[config.mk]
export PLATFORM = sky130hd
export DESIGN_NAME = icu_nested
export DESIGN_NICKNAME = d
export VERILOG_FILES = /design/src/rtl/icu_nested.sv
export SDC_FILE = /design/constraint.sdc
export NUM_CORES = 1
export LEC_CHECK = 0
export BUFFER_PORTS_ARGS = -buffer_cell sky130_fd_sc_hd__buf_2
export CORE_MARGIN = 2
export CORE_UTILIZATION = 55
export CTS_BUF_LIST = sky130_fd_sc_hd__clkbuf_8
export DETAILED_ROUTE_END_ITERATION = 7
export GPL_TIMING_DRIVEN = 0
export PLACE_DENSITY = 0.82
export SETUP_SLACK_MARGIN = 0.5
export SKIP_CTS_REPAIR_TIMING = 1
export SLEW_MARGIN = 40
export SYNTH_ARGS = -nofsm -noshare
export SYNTH_HDL_FRONTEND = slang
export SYNTH_SLANG_ARGS = --single-unit
[constraint.sdc]
create_clock -name i_clk -period 3.1 [get_ports i_clk]
set_input_delay 0.93 -clock i_clk [delete_from_list [all_inputs] [get_ports i_clk]]
set_output_delay 0.93 -clock i_clk [all_outputs]
set_load 0.05 [all_outputs]
[src/rtl/icu_nested.sv]
// Nested interrupt control unit: maskable edge/level channels with fixed-priority
// in-service nesting and an o_intr / i_inta vector handshake.
module icu_nested #(
  parameter int               CHANNELS  = 8,
  parameter int               VEC_W     = 8,
  parameter logic [VEC_W-1:0] VBASE_RST = 8'h20
) (
  input  logic                i_clk,
  input  logic                i_rst_n,
  input  logic [CHANNELS-1:0] i_interrupt,
  input  logic                i_cs,
  input  logic                i_we,
  input  logic [2:0]          i_addr,
  input  logic [CHANNELS-1:0] i_data,
  output logic [CHANNELS-1:0] o_rdata,
  input  logic                i_inta,
  output logic                o_intr,
  output logic [VEC_W-1:0]    o_vector
);

  localparam int IW = 6;

  typedef enum logic {IDLE, ACK} state_t;

  state_t              state_reg, state_next;
  logic [CHANNELS-1:0] mask_reg, mode_reg, pend_reg, isr_reg, prev_reg;
  logic [VEC_W-1:0]    vbase_reg;
  logic                inta_d_reg;

  logic                wr, eoi_wr, inta_rise;
  logic [CHANNELS-1:0] eff_pend, req, isr_lowest, isr_eoi, isr_next, pend_next, w1c, ack_clr;
  logic [IW-1:0]       win, top;
  logic                req_any, isr_any, valid, ack_go, spurious, intr_next;

  assign wr        = i_cs & i_we;
  assign eoi_wr    = wr && (i_addr == 3'd5);
  assign inta_rise = i_inta & ~inta_d_reg;

  // Level channels bypass the pend flop and present the raw line directly.
  assign eff_pend   = (pend_reg & mode_reg) | (i_interrupt & ~mode_reg);
  assign req        = eff_pend & ~mask_reg;
  assign isr_lowest = isr_reg & (~isr_reg + CHANNELS'(1));

  always_comb begin
    isr_eoi = isr_reg;
    if (eoi_wr) begin
      if (i_data == '0) isr_eoi = isr_reg & ~isr_lowest;
      else              isr_eoi = isr_reg & ~i_data;
    end
  end

  // Priority encoders; the winner is judged against the post-EOI in-service set.
  always_comb begin
    win = '0;
    top = '0;
    for (int i = CHANNELS - 1; i >= 0; i--) begin
      if (req[i])     win = IW'(i);
      if (isr_eoi[i]) top = IW'(i);
    end
    req_any = |req;
    isr_any = |isr_eoi;
    valid   = req_any && (!isr_any || (win < top));
  end

  always_comb begin
    state_next = state_reg;
    ack_go     = 1'b0;
    spurious   = 1'b0;
    case (state_reg)
      IDLE: begin
        if (inta_rise) begin
          if (valid) begin
            ack_go     = 1'b1;
            state_next = ACK;
          end else begin
            spurious = 1'b1;
          end
        end
      end
      ACK: begin
        if (!i_inta) state_next = IDLE;
      end
      default: state_next = IDLE;
    endcase
    intr_next = valid && !ack_go && (state_next == IDLE);
  end

  // Clears are applied before the new-edge set so a coincident edge survives.
  always_comb begin
    w1c       = (wr && (i_addr == 3'd2)) ? i_data : '0;
    ack_clr   = ack_go ? (CHANNELS'(1) << win) : '0;
    pend_next = ((pend_reg & ~w1c & ~ack_clr) | (i_interrupt & ~prev_reg)) & mode_reg;
    isr_next  = isr_eoi | ack_clr;
  end

  always_comb begin
    o_rdata = '0;
    if (i_cs && !i_we) begin
      case (i_addr)
        3'd0:    o_rdata = mask_reg;
        3'd1:    o_rdata = mode_reg;
        3'd2:    o_rdata = eff_pend;
        3'd3:    o_rdata = isr_reg;
        3'd4:    o_rdata = CHANNELS'(vbase_reg);
        default: o_rdata = '0;
      endcase
    end
  end

  always_ff @(posedge i_clk or negedge i_rst_n) begin
    if (!i_rst_n) state_reg <= IDLE;
    else          state_reg <= state_next;
  end

  always_ff @(posedge i_clk or negedge i_rst_n) begin
    if (!i_rst_n) begin
      mask_reg   <= '1;
      mode_reg   <= '0;
      vbase_reg  <= VBASE_RST;
      pend_reg   <= '0;
      isr_reg    <= '0;
      prev_reg   <= '0;
      inta_d_reg <= 1'b0;
      o_intr     <= 1'b0;
      o_vector   <= '0;
    end else begin
      if (wr && i_addr == 3'd0) mask_reg  <= i_data;
      if (wr && i_addr == 3'd1) mode_reg  <= i_data;
      if (wr && i_addr == 3'd4) vbase_reg <= VEC_W'(i_data);
      pend_reg   <= pend_next;
      isr_reg    <= isr_next;
      prev_reg   <= i_interrupt;
      inta_d_reg <= i_inta;
      o_intr     <= intr_next;
      if (ack_go)        o_vector <= vbase_reg + VEC_W'(win);
      else if (spurious) o_vector <= vbase_reg + VEC_W'(CHANNELS);
    end
  end

endmodule

**Word level (Yosys, flattened, before mapping)**

Index checks and enable logic that the tools add are counted.

- Register bits: 59
- Logic and storage cells: 96
- Output and inout port bits: 17
- Input port bits: 24

- Bitwise operators: 26
- Order comparisons: 1
- Reductions and logical operators: 18
- Shift operators: 1
- Equal/unequal tests: 5
- Add/subtract/negate cells: 3
- Multiplexer cells: 32

Operator list:

| kind | count |
|---|---|
| two-way mux 6 bit | 14 |
| bitwise AND 8 bit | 10 |
| NOT 8 bit | 8 |
| two-way mux 8 bit | 7 |
| one-hot mux 8 bit (5 select lines) | 1 |
| bitwise OR 8 bit | 3 |
| OR reduction 8 bit | 2 |
| logical AND 1 bit | 9 |
| adder 8 x 1 -> 8 bit, second input constant | 1 |
| adder 8 x 4 -> 8 bit, second input constant | 1 |
| adder 8 x 6 -> 8 bit | 1 |
| logical NOT 8 bit | 1 |
| << shifter 1 x 6 -> 8 bit, first input constant | 1 |
| two-way mux 1 bit | 7 |
| == test 3 x 2 -> 1 bit, second input constant | 2 |
| == test 3 bit, second input constant | 2 |
| < comparator 6 bit | 1 |
| two-way mux 3 bit | 2 |
| == test 3 x 1 -> 1 bit, second input constant | 1 |
| logical NOT 1 bit | 3 |
| logical NOT 3 bit | 1 |
| NOT 1 bit | 3 |
| bitwise AND 1 bit | 2 |
| one-hot mux 1 bit (2 select lines) | 1 |
| 2 further kinds | 2 |

**Longest topological paths before layout**

Gate-level depths: netlist of run 1.

- Word-level depth: 26
- Gate-level depth with buffers: 17
- Depth with buffers taken out: 14

**Least setup slack after synthesis of run 1**

No wires, ideal clock.

- Kind: input to register
- Start: input port i_addr[1]
- End: register pend_reg[1]
- Arrival: 3840 ps
- Buffers on the path: 3
- Setup slack: -870 ps
- Required time: 2970 ps
- Setup time: 130 ps
- Cell stages on the path: 15
- Cell sequence: buf_2 -> and4b_1 -> nand2_1 -> o21ai_0 -> nand3_1 -> or2b_1 -> ha_1 -> a21o_1 -> a211o_1 -> o32a_1 -> and2_1 -> buf_6 -> buf_6 -> nor4_1 -> o22ai_1

- Longest elaborated chain between the ends: 22
- Elaborated cells on any way between the ends: 29
- Classes of those cells: order compare: 1; eq/ne: 2; mux: 14; bitwise: 6; reduce/logical: 6

Ends and longest elaborated chain:

| item | line | RTL |
|---|---|---|
| start: declaration | 13 | `input logic [2:0] i_addr,` |
| == test 3 bit | 36 | `assign eoi_wr = wr && (i_addr == 3'd5);` |
| logical AND 1 bit | 36 |  |
| two-way mux 8 bit | 46 | `if (eoi_wr) begin` |
| two-way mux 3 bit | 58 | `if (isr_eoi[i]) top = IW'(i);` |
| two-way mux 6 bit (7 in a row) | 58 |  |
| < comparator 6 bit | 62 | `valid = req_any && (!isr_any \|\| (win < top));` |
| logical OR 1 bit | 62 |  |
| logical AND 1 bit | 62 |  |
| two-way mux 1 bit | 72 | `if (valid) begin` |
| two-way mux 1 bit | 71 | `if (inta_rise) begin` |
| two-way mux 1 bit | 69 | `case (state_reg)` |
| two-way mux 8 bit | 91 | `ack_clr = ack_go ? (CHANNELS'(1) << win) : '0;` |
| NOT 8 bit | 92 | `pend_next = ((pend_reg & ~w1c & ~ack_clr) \| (i_interrupt & ~prev_reg)) & mode_reg;` |
| bitwise AND 8 bit * | 92 |  |
| bitwise OR 8 bit * | 92 |  |
| bitwise AND 8 bit * | 92 |  |
| net pend_next[1] | 31 | `logic [CHANNELS-1:0] eff_pend, req, isr_lowest, isr_eoi, isr_next, pend_next, w1c, ack_clr;` |
| end signal: assignment | 130 | `pend_reg <= pend_next;` |
| end: declaration | 26 | `logic [CHANNELS-1:0] mask_reg, mode_reg, pend_reg, isr_reg, prev_reg;` |

The timed path passes the listed nets; every way through them passes the cells marked *.
A chain may end at the register's enable or synchronous reset.

**Final worst setup path of run 1**

- Start: input port i_data[6]
- End: register pend_reg[7]

- Longest elaborated chain between the ends: 22
- Elaborated cells on any way between the ends: 26
- Classes of those cells: order compare: 1; mux: 14; bitwise: 6; reduce/logical: 5

Ends and longest elaborated chain:

| item | line | RTL |
|---|---|---|
| start: declaration | 14 | `input logic [CHANNELS-1:0] i_data,` |
| logical NOT 8 bit / NOT 8 bit (equally long branches) | 47, 48 |  |
| two-way mux 8 bit * | 47 | `if (i_data == '0) isr_eoi = isr_reg & ~isr_lowest;` |
| two-way mux 8 bit * | 46 |  |
| two-way mux 3 bit / two-way mux 8 bit (equally long branches) | 58, 46 |  |
| two-way mux 6 bit (7 in a row) | 58 |  |
| < comparator 6 bit | 62 |  |
| logical OR 1 bit * | 62 |  |
| logical AND 1 bit * | 62 |  |
| two-way mux 1 bit * | 72 |  |
| two-way mux 1 bit * | 71 |  |
| two-way mux 1 bit * | 69 |  |
| two-way mux 8 bit * | 91 |  |
| NOT 8 bit * | 92 |  |
| bitwise AND 8 bit * | 92 |  |
| bitwise OR 8 bit * | 92 |  |
| bitwise AND 8 bit * | 92 |  |
| net pend_next[7] | 31 |  |

Marks and branches as above.

==> qor.json, run 1 <==
{
  "run_status": {"value": "finished, violations left"},
  "violations": {"value": "negative setup slack"},
  "grt_util_met3": {"value": 4.67, "unit": "%"},
  "rsz0062_at_grt": {"value": "yes"},
  "globalRouteOverflowTotal": {"value": 0},
  "global_route_wire_length_before_repair": {"value": 14500, "unit": "um"},
  "final_min_period_over_clock_period": {"value": 129, "unit": "%"},
  "pin_count_of_the_biggest_net_entering_global_routing": {"value": 60},
  "finish.net_count": {"value": 461},
  "floorplan.die.height": {"value": 83.0, "unit": "um"},
  "max_freq": {"value": 251, "unit": "MHz"},
  "grt_met2_use": {"value": 41.8, "unit": "%"},
  "final-seq-area": {"value": 0.00149, "unit": "sq mm"},
  "arrival": {"value": 4.21, "unit": "ns"},
  "endpoint_kind": {"value": "flop"},
  "routed_wirelength": {"value": 10400, "unit": "um"},
  "critPathLaunchType": {"value": "primary input"},
  "clock_latency": {"value": 0.36, "unit": "ns"},
  "ant_nets": {"value": 0},
  "clock-root-buffer": {"value": "clkbuf_8"},
  "synth-edff-count": {"value": 0},
  "leakage_power": {"value": 2.03, "unit": "nW"},
  "use_met1": {"value": 36.6, "unit": "%"},
  "first_global_vias": {"value": 2898},
  "num_vias": {"value": 3332},
  "critPathKind": {"value": "primary input to flop"},
  "worst_setup_hold_path_clk_slew": {"value": 0.06, "unit": "ns"},
  "die_w": {"value": 83.0, "unit": "um"},
  "dr.pass1.iters": {"value": 5},
  "smallest_setup_slack_after_layout": {"value": -0.892, "unit": "ns"},
  "sequential_power_share": {"value": 32.3, "unit": "%"},
  "switching_power": {"value": 1.50, "unit": "mW"},
  "final_setup_violation_count": {"value": 34},
  "fin_crit": {"value": 3.99, "unit": "ns"},
  "core.rowCount": {"value": 28},
  "syn-num-nets": {"value": 380},
  "yosysSeqAreaShare": {"value": 43.3, "unit": "%"},
  "diodes": {"value": 0},
  "clock_path_buffers": {"value": 2},
  "power_dens_cells": {"value": 757, "unit": "mW/mm^2"},
  "filler_cell_count": {"value": 334},
  "final_max_slew_viol_count": {"value": 0},
  "synth.distinct_cells": {"value": 60},
  "p_int": {"value": 2.10, "unit": "mW"},
  "synth_largest_type_area_fraction": {"value": 36.4, "unit": "%"},
  "cts_inserted_buffers": {"value": 9},
  "number_of_top_level_pins": {"value": 41},
  "max_slew.worst_pin.slew": {"value": 0.858, "unit": "ns"},
  "cp_data_required_time": {"value": 3.32, "unit": "ns"},
  "initialDrtViolationCount": {"value": 396},
  "power_frac_comb": {"value": 48.1, "unit": "%"},
  "ir_worst_vdd": {"value": 0.517, "unit": "mV"},
  "floorplan.die_area": {"value": 0.00689, "unit": "sq mm"},
  "core-area": {"value": 0.00599, "unit": "sq mm"},
  "synth_flop_cell": {"value": "dfrtp_1"},
  "port_buffers": {"value": 39},
  "numClockSinks": {"value": 59},
  "final_core_util": {"value": 79.4, "unit": "%"},
  "post-route-drc-count": {"value": 0},
  "initial_core_util": {"value": 57.3, "unit": "%"},
  "clkPwrFrac": {"value": 19.5, "unit": "%"},
  "routed_wire_length_per_instance": {"value": 20.5, "unit": "um"},
  "critical_path_peak_fanout": {"value": 8},
  "synthesis.area_per_instance": {"value": 9.84, "unit": "sq um"},
  "place_hpwl": {"value": 6520, "unit": "um"},
  "worst_slew_margin_rel": {"value": 42.5, "unit": "%"},
  "max_cap_violations": {"value": 0},
  "antenna_found_initial": {"value": 0},
  "most_frequent_standard_cell_in_the_layout_excluding_fill_and_tap_cells": {"value": "dfrtp_1"},
  "hp-class": {"value": "flop to flop"},
  "ctsHtreeMaxLevel": {"value": 3},
  "placedInstanceArea": {"value": 0.00387, "unit": "sq mm"},
  "via_per_inst": {"value": 6.53},
  "synth_async_sr_flop_share": {"value": 100, "unit": "%"},
  "synth-warning-count": {"value": 0},
  "final_cell_area": {"value": 0.00476, "unit": "sq mm"},
  "synth_top_cell_by_area": {"value": "dfrtp_1"},
  "top_usage_layer": {"value": "met2"},
  "clock_tree_from_tritoncts": {"value": "done"},
  "finalPower": {"value": 3.60, "unit": "mW"},
  "flow.area_growth_from_synthesis": {"value": 38.5, "unit": "%"},
  "synth_top_cells_by_area": {"value": "dfrtp_1 36%, mux2_2 7.5%, dfstp_2 6.9%, mux2i_1 5.0%, nand2_1 4.6%"},
  "synth.ff_latch_count": {"value": 59},
  "gp_congestion": {"value": 0.912},
  "timing.clock.skew": {"value": 0.0125, "unit": "ns"},
  "finalHoldViolCount": {"value": 0},
  "track_usage": {"value": 26.7, "unit": "%"},
  "layout_cell_share_with_drive_strength_beyond_1": {"value": 43.9, "unit": "%"},
  "most-common-layout-cells": {"value": "50 x dfrtp_1, 39 x nand2_1, 30 x buf_2"},
  "synth_area": {"value": 0.00343, "unit": "sq mm"},
  "switching_share": {"value": 41.8, "unit": "%"},
  "multi_input_comb_area": {"value": 0.00224, "unit": "sq mm"},
  "post_synth_inst_count": {"value": 349}
}
==> critical path, stage by stage <==
cell      delay [ns]
buf_12          0.11
nor4_4          0.35
buf_6           0.20
nand4_4         0.11
o311ai_4        0.38
nand4_1         0.19
or2b_1          0.23
ha_4            0.21
and2_4          0.15
o41ai_4         0.05
a31oi_2         0.08
nand4b_1        0.32
and2_4          0.25
buf_8           0.14
buf_12          0.14
nor4_4          0.20
o22ai_1         0.15
==> per-layer routing <==
metal  vias to the layer above  share of wire (%)
met4                         0                4.3
met1                      1621                 41
li1                       1476                  -
met3                        55                7.0
met5                         -                  0
met2                       180                 47
==> path summary, 6_finish.rpt <==
| kind | from | end | slack, ns | depth (start not counted) |
|---|---|---|---|---|
| worst min-delay path | prev_reg[2]$_DFF_PN0_ | pend_reg[2]$_DFF_PN0_ | 0.43 | 1 |
| worst min register to register | prev_reg[2]$_DFF_PN0_ | pend_reg[2]$_DFF_PN0_ | 0.43 | 1 |
| min in group asynchronous | i_rst_n | prev_reg[6]$_DFF_PN0_ | 0.53 | 1 |
| max in group asynchronous | i_rst_n | inta_d_reg$_DFF_PN0_ | 2.16 | 1 |
| worst max register to register | isr_reg[2]$_DFF_PN0_ | pend_reg[7]$_DFF_PN0_ | -0.67 | 15 |
| worst max-delay path | i_data[6] | pend_reg[7]$_DFF_PN0_ | -0.89 | 17 |
==> Yosys cell counts (6+ instances only) <==
master,number
ha_1,6
mux2i_1,17
o21ai_1,10
nor3_1,12
nand3_1,16
inv_1,14
nor2_1,16
dfrtp_1,50
nand2b_1,7
o21ai_0,16
o22ai_1,11
nor4_1,6
a21oi_1,12
nand2_1,42
a221oi_1,6
mux2_2,23
clkbuf_1,6
dfstp_2,9
==> kinds of logic after synthesis <==
group	Yosys count	synth area share (%)
flip-flops	59	43.3
multiplexers	42	13.6
adder cells (fa/ha/maj)	7	2.77
buffers and inverters	24	3.10
AND/OR/NAND/NOR	124	18.7
AO/OA/AOI/OAI	90	17.7
XOR/XNOR	3	0.765
==> layout make-up <==
type / count / share of cell area, %
multi-input combinational: 266 / 47.2
sequential: 59 / 31.3
timing repair buffer: 70 / 11.9
clock buffer: 10 / 2.89
buffer: 10 / 2.37
tap: 75 / 1.97
clock inverter: 6 / 1.21
inverter: 14 / 1.18
==> per-stage QoR <==
stage / std cells / setup TNS, ns / worst slack [ns] / hold slack (ns)
4_1_cts: 480 / -25.66 / -1.04 / 0.421
5_1_grt: 510 / -24.56 / -1.05 / 0.433
2_1_floorplan: 349 / -16.90 / -0.707 / 0.399
3_3_place_gp: 463 / -35.91 / -1.33 / 0.404
6_report: 510 / -20.34 / -0.892 / 0.426
3_5_place_dp: 464 / -34.74 / -1.39 / 0.412
==> power by group through the flow <==
stage | combinational [mW] | clock [mW] | sequential, mW
after floorplan | 0.832 | 0 | 1.29
after global placement | 1.26 | 0 | 1.15
after detailed placement | 1.29 | 0 | 1.16
after CTS | 1.30 | 0.704 | 1.14
after global routing | 1.84 | 0.744 | 1.19
final | 1.73 | 0.703 | 1.16
(Power assumes the default switching activity.)
==> run 2, diff against run 1 <==
--- a/config.mk
+++ b/config.mk
@@ -7,13 +7,10 @@
 export LEC_CHECK = 0
 export BUFFER_PORTS_ARGS = -buffer_cell sky130_fd_sc_hd__buf_2
 export CORE_MARGIN = 2
-export CORE_UTILIZATION = 55
-export CTS_BUF_LIST = sky130_fd_sc_hd__clkbuf_8
+export CORE_UTILIZATION = 53
 export DETAILED_ROUTE_END_ITERATION = 7
-export GPL_TIMING_DRIVEN = 0
-export PLACE_DENSITY = 0.82
+export PLACE_DENSITY = 0.8
 export SETUP_SLACK_MARGIN = 0.5
-export SKIP_CTS_REPAIR_TIMING = 1
 export SLEW_MARGIN = 40
 export SYNTH_ARGS = -nofsm -noshare
 export SYNTH_HDL_FRONTEND = slang
==> run 2 against run 1 <==
Effect of this change:
- the flow still finishes with violations (negative setup slack)
- die area grew 3.6%
- non-clock buffer count grew 71
- sequential cell count is the same
- hold slack gained 0.0024 ns
- critical path depth shrank 2
- global-route usage grew 8.7 points
==> qor.json, run 2 (same netlist as run 1, synthesis figures left out) <==
{
  "dr.pass1.iters": {"value": 5},
  "critPathKind": {"value": "primary input to flop"},
  "run_status": {"value": "finished, violations left"},
  "leakage_power": {"value": 2.44, "unit": "nW"},
  "r2r.worst_path.cells": {"value": 16},
  "cp_data_required_time": {"value": 3.39, "unit": "ns"},
  "cts_hold_repair.buffers": {"value": 0},
  "clock_latency": {"value": 0.36, "unit": "ns"},
  "rsz0062_at_grt": {"value": "yes"},
  "fin_crit": {"value": 3.87, "unit": "ns"},
  "violations": {"value": "negative setup slack"},
  "r2r_slack": {"value": -0.46, "unit": "ns"},
  "placedInstanceArea": {"value": 0.00446, "unit": "sq mm"},
  "final_cell_area": {"value": 0.00537, "unit": "sq mm"},
  "port_buffers": {"value": 40},
  "switching_share": {"value": 41.8, "unit": "%"},
  "critPathLaunchType": {"value": "primary input"},
  "final-seq-area": {"value": 0.00149, "unit": "sq mm"},
  "place_hpwl": {"value": 7840, "unit": "um"},
  "floorplan.die_area": {"value": 0.00714, "unit": "sq mm"},
  "layout_cell_share_with_drive_strength_beyond_1": {"value": 52.4, "unit": "%"},
  "routed_wirelength": {"value": 14200, "unit": "um"},
  "ant_nets": {"value": 0},
  "hold_end": {"value": "pend_reg[0]$_DFF_PN0_"},
  "final_min_period_over_clock_period": {"value": 125, "unit": "%"},
  "diodes": {"value": 0},
  "final_setup_violation_count": {"value": 34},
  "globalRouteOverflowTotal": {"value": 0},
  "p_int": {"value": 2.40, "unit": "mW"},
  "ir_worst_vdd": {"value": 0.676, "unit": "mV"},
  "switching_power": {"value": 1.73, "unit": "mW"},
  "max_freq": {"value": 259, "unit": "MHz"},
  "worst_setup_hold_path_clk_slew": {"value": 0.07, "unit": "ns"},
  "die_w": {"value": 84.5, "unit": "um"},
  "r2r_end": {"value": "o_vector[5]$_DFFE_PN0P_"},
  "power_frac_comb": {"value": 53.4, "unit": "%"},
  "r2r-start": {"value": "isr_reg[2]$_DFF_PN0_"},
  "max_slew.worst_pin.slew": {"value": 0.630, "unit": "ns"},
  "endpoint_kind": {"value": "flop"},
  "post-route-drc-count": {"value": 0},
  "pin_count_of_the_biggest_net_entering_global_routing": {"value": 34},
  "clkPwrFrac": {"value": 18.7, "unit": "%"},
  "power_dens_cells": {"value": 769, "unit": "mW/mm^2"},
  "clock_tree_from_tritoncts": {"value": "done"},
  "min_path_cells": {"value": 1},
  "num_vias": {"value": 4009},
  "core-area": {"value": 0.00631, "unit": "sq mm"},
  "final_core_util": {"value": 85.1, "unit": "%"},
  "flow.area_growth_from_synthesis": {"value": 56.5, "unit": "%"},
  "global_route_wire_length_before_repair": {"value": 19300, "unit": "um"},
  "cts_inserted_buffers": {"value": 9},
  "floorplan.die.height": {"value": 84.5, "unit": "um"},
  "timing.clock.skew": {"value": 0.0179, "unit": "ns"},
  "smallest_setup_slack_after_layout": {"value": -0.766, "unit": "ns"},
  "arrival": {"value": 4.16, "unit": "ns"},
  "hold_start": {"value": "prev_reg[0]$_DFF_PN0_"},
  "initial_core_util": {"value": 54.4, "unit": "%"},
  "number_of_top_level_pins": {"value": 41},
  "sequential_power_share": {"value": 27.9, "unit": "%"},
  "finish.net_count": {"value": 532},
  "via_per_inst": {"value": 6.88},
  "clock-root-buffer": {"value": "clkbuf_8"},
  "first_global_vias": {"value": 3692},
  "final_max_slew_viol_count": {"value": 0},
  "numClockSinks": {"value": 59},
  "setup.worst_path.start": {"value": "i_addr[1]"},
  "core.rowCount": {"value": 29},
  "clock_path_buffers": {"value": 2},
  "ctsHtreeMaxLevel": {"value": 3},
  "most_frequent_standard_cell_in_the_layout_excluding_fill_and_tap_cells": {"value": "buf_4"},
  "most-common-layout-cells": {"value": "88 x buf_4, 50 x dfrtp_1, 36 x nand2_1"},
  "finalHoldViolCount": {"value": 0},
  "worst_slew_margin_rel": {"value": 58.0, "unit": "%"},
  "max_cap_violations": {"value": 0},
  "hp-class": {"value": "flop to flop"},
  "filler_cell_count": {"value": 294},
  "critical_path_peak_fanout": {"value": 9},
  "gp_congestion": {"value": 0.946},
  "antenna_found_initial": {"value": 0},
  "routed_wire_length_per_instance": {"value": 24.3, "unit": "um"},
  "track_usage": {"value": 35.3, "unit": "%"},
  "initialDrtViolationCount": {"value": 592},
  "multi_input_comb_area": {"value": 0.00223, "unit": "sq mm"}
}
-- run 2: cell count changes in the layout (fill, tap and decap cells not counted), moves of 3 or more --
cell / before / now
buf_2: 30 / 27
buf_8: 2 / 7
nand2_2: 2 / 6
nand2_1: 39 / 36
buf_4: 21 / 88
clkinvlp_4: 3 / 0
buf_6: 15 / 23
-- run 2: cell type report --
cell class | count | area share (%)
Sequential cell | 59 | 27.7
Clock inverter | 2 | 0.652
Clock buffer | 14 | 3.21
Timing Repair Buffer | 151 | 24.1
Inverter | 14 | 0.978
Multi-Input combinational cell | 266 | 41.6
Tap cell | 77 | 1.79
-- run 2: worst max-delay path by stage --
stage                              end
3_3_place_gp   o_vector[5]$_DFFE_PN0P_
2_1_floorplan     isr_reg[5]$_DFF_PN0_
6_report       o_vector[5]$_DFFE_PN0P_
4_1_cts        o_vector[5]$_DFFE_PN0P_
5_1_grt        o_vector[7]$_DFFE_PN0P_
3_5_place_dp   o_vector[5]$_DFFE_PN0P_
-- run 2: routing by layer --
| metal | track usage [%] | wire, um | vias to the layer above |
|---|---|---|---|
| met5 | 0 | 0 | - |
| met4 | 18.3 | 1130 | 0 |
| met3 | 7.18 | 1380 | 136 |
| met2 | 59.5 | 6750 | 348 |
| met1 | 42.9 | 4910 | 1906 |
| li1 | - | - | 1619 |
-- run 2: through the flow --
| stage | setup WS [ns] | std cells | power [mW] | TNS, ns | hold WS, ns |
|---|---|---|---|---|---|
| 6_report | -0.766 | 583 | 4.13 | -18.54 | 0.428 |
| 5_1_grt | -0.877 | 583 | 4.27 | -21.85 | 0.447 |
| 4_1_cts | -0.548 | 573 | 3.80 | -11.20 | 0.425 |
| 3_5_place_dp | -1.00 | 542 | 2.74 | -25.75 | 0.417 |
| 3_3_place_gp | -0.915 | 542 | 2.70 | -23.49 | 0.404 |
| 2_1_floorplan | -0.707 | 349 | 2.13 | -16.90 | 0.399 |
-- run 2: power groups by stage --
stage | combinational [mW] | clock, mW | sequential [mW]
6_report | 2.21 | 0.774 | 1.15
5_1_grt | 2.30 | 0.804 | 1.16
4_1_cts | 1.92 | 0.752 | 1.13
3_5_place_dp | 1.61 | 0 | 1.13
3_3_place_gp | 1.58 | 0 | 1.12
2_1_floorplan | 0.832 | 0 | 1.29
-- run 2: critical path: stages --
cell and delay [ns]:
buf_8 0.10, and4b_2 0.36, nand2_2 0.20, o311ai_4 0.39, nand4_1 0.21, or2b_1 0.22
ha_1 0.24, and2_4 0.17, o41ai_4 0.06, a31oi_1 0.10, nand4b_1 0.22, buf_4 0.16
a221o_1 0.42, mux2_4 0.33, nand2_1 0.05
-- run 2: timing repair --
item	CTS	global route
pin swaps	33	16
resized for setup	86	25
setup buffers	14	10
setup endpoints to repair	34	34
gates cloned	1	0
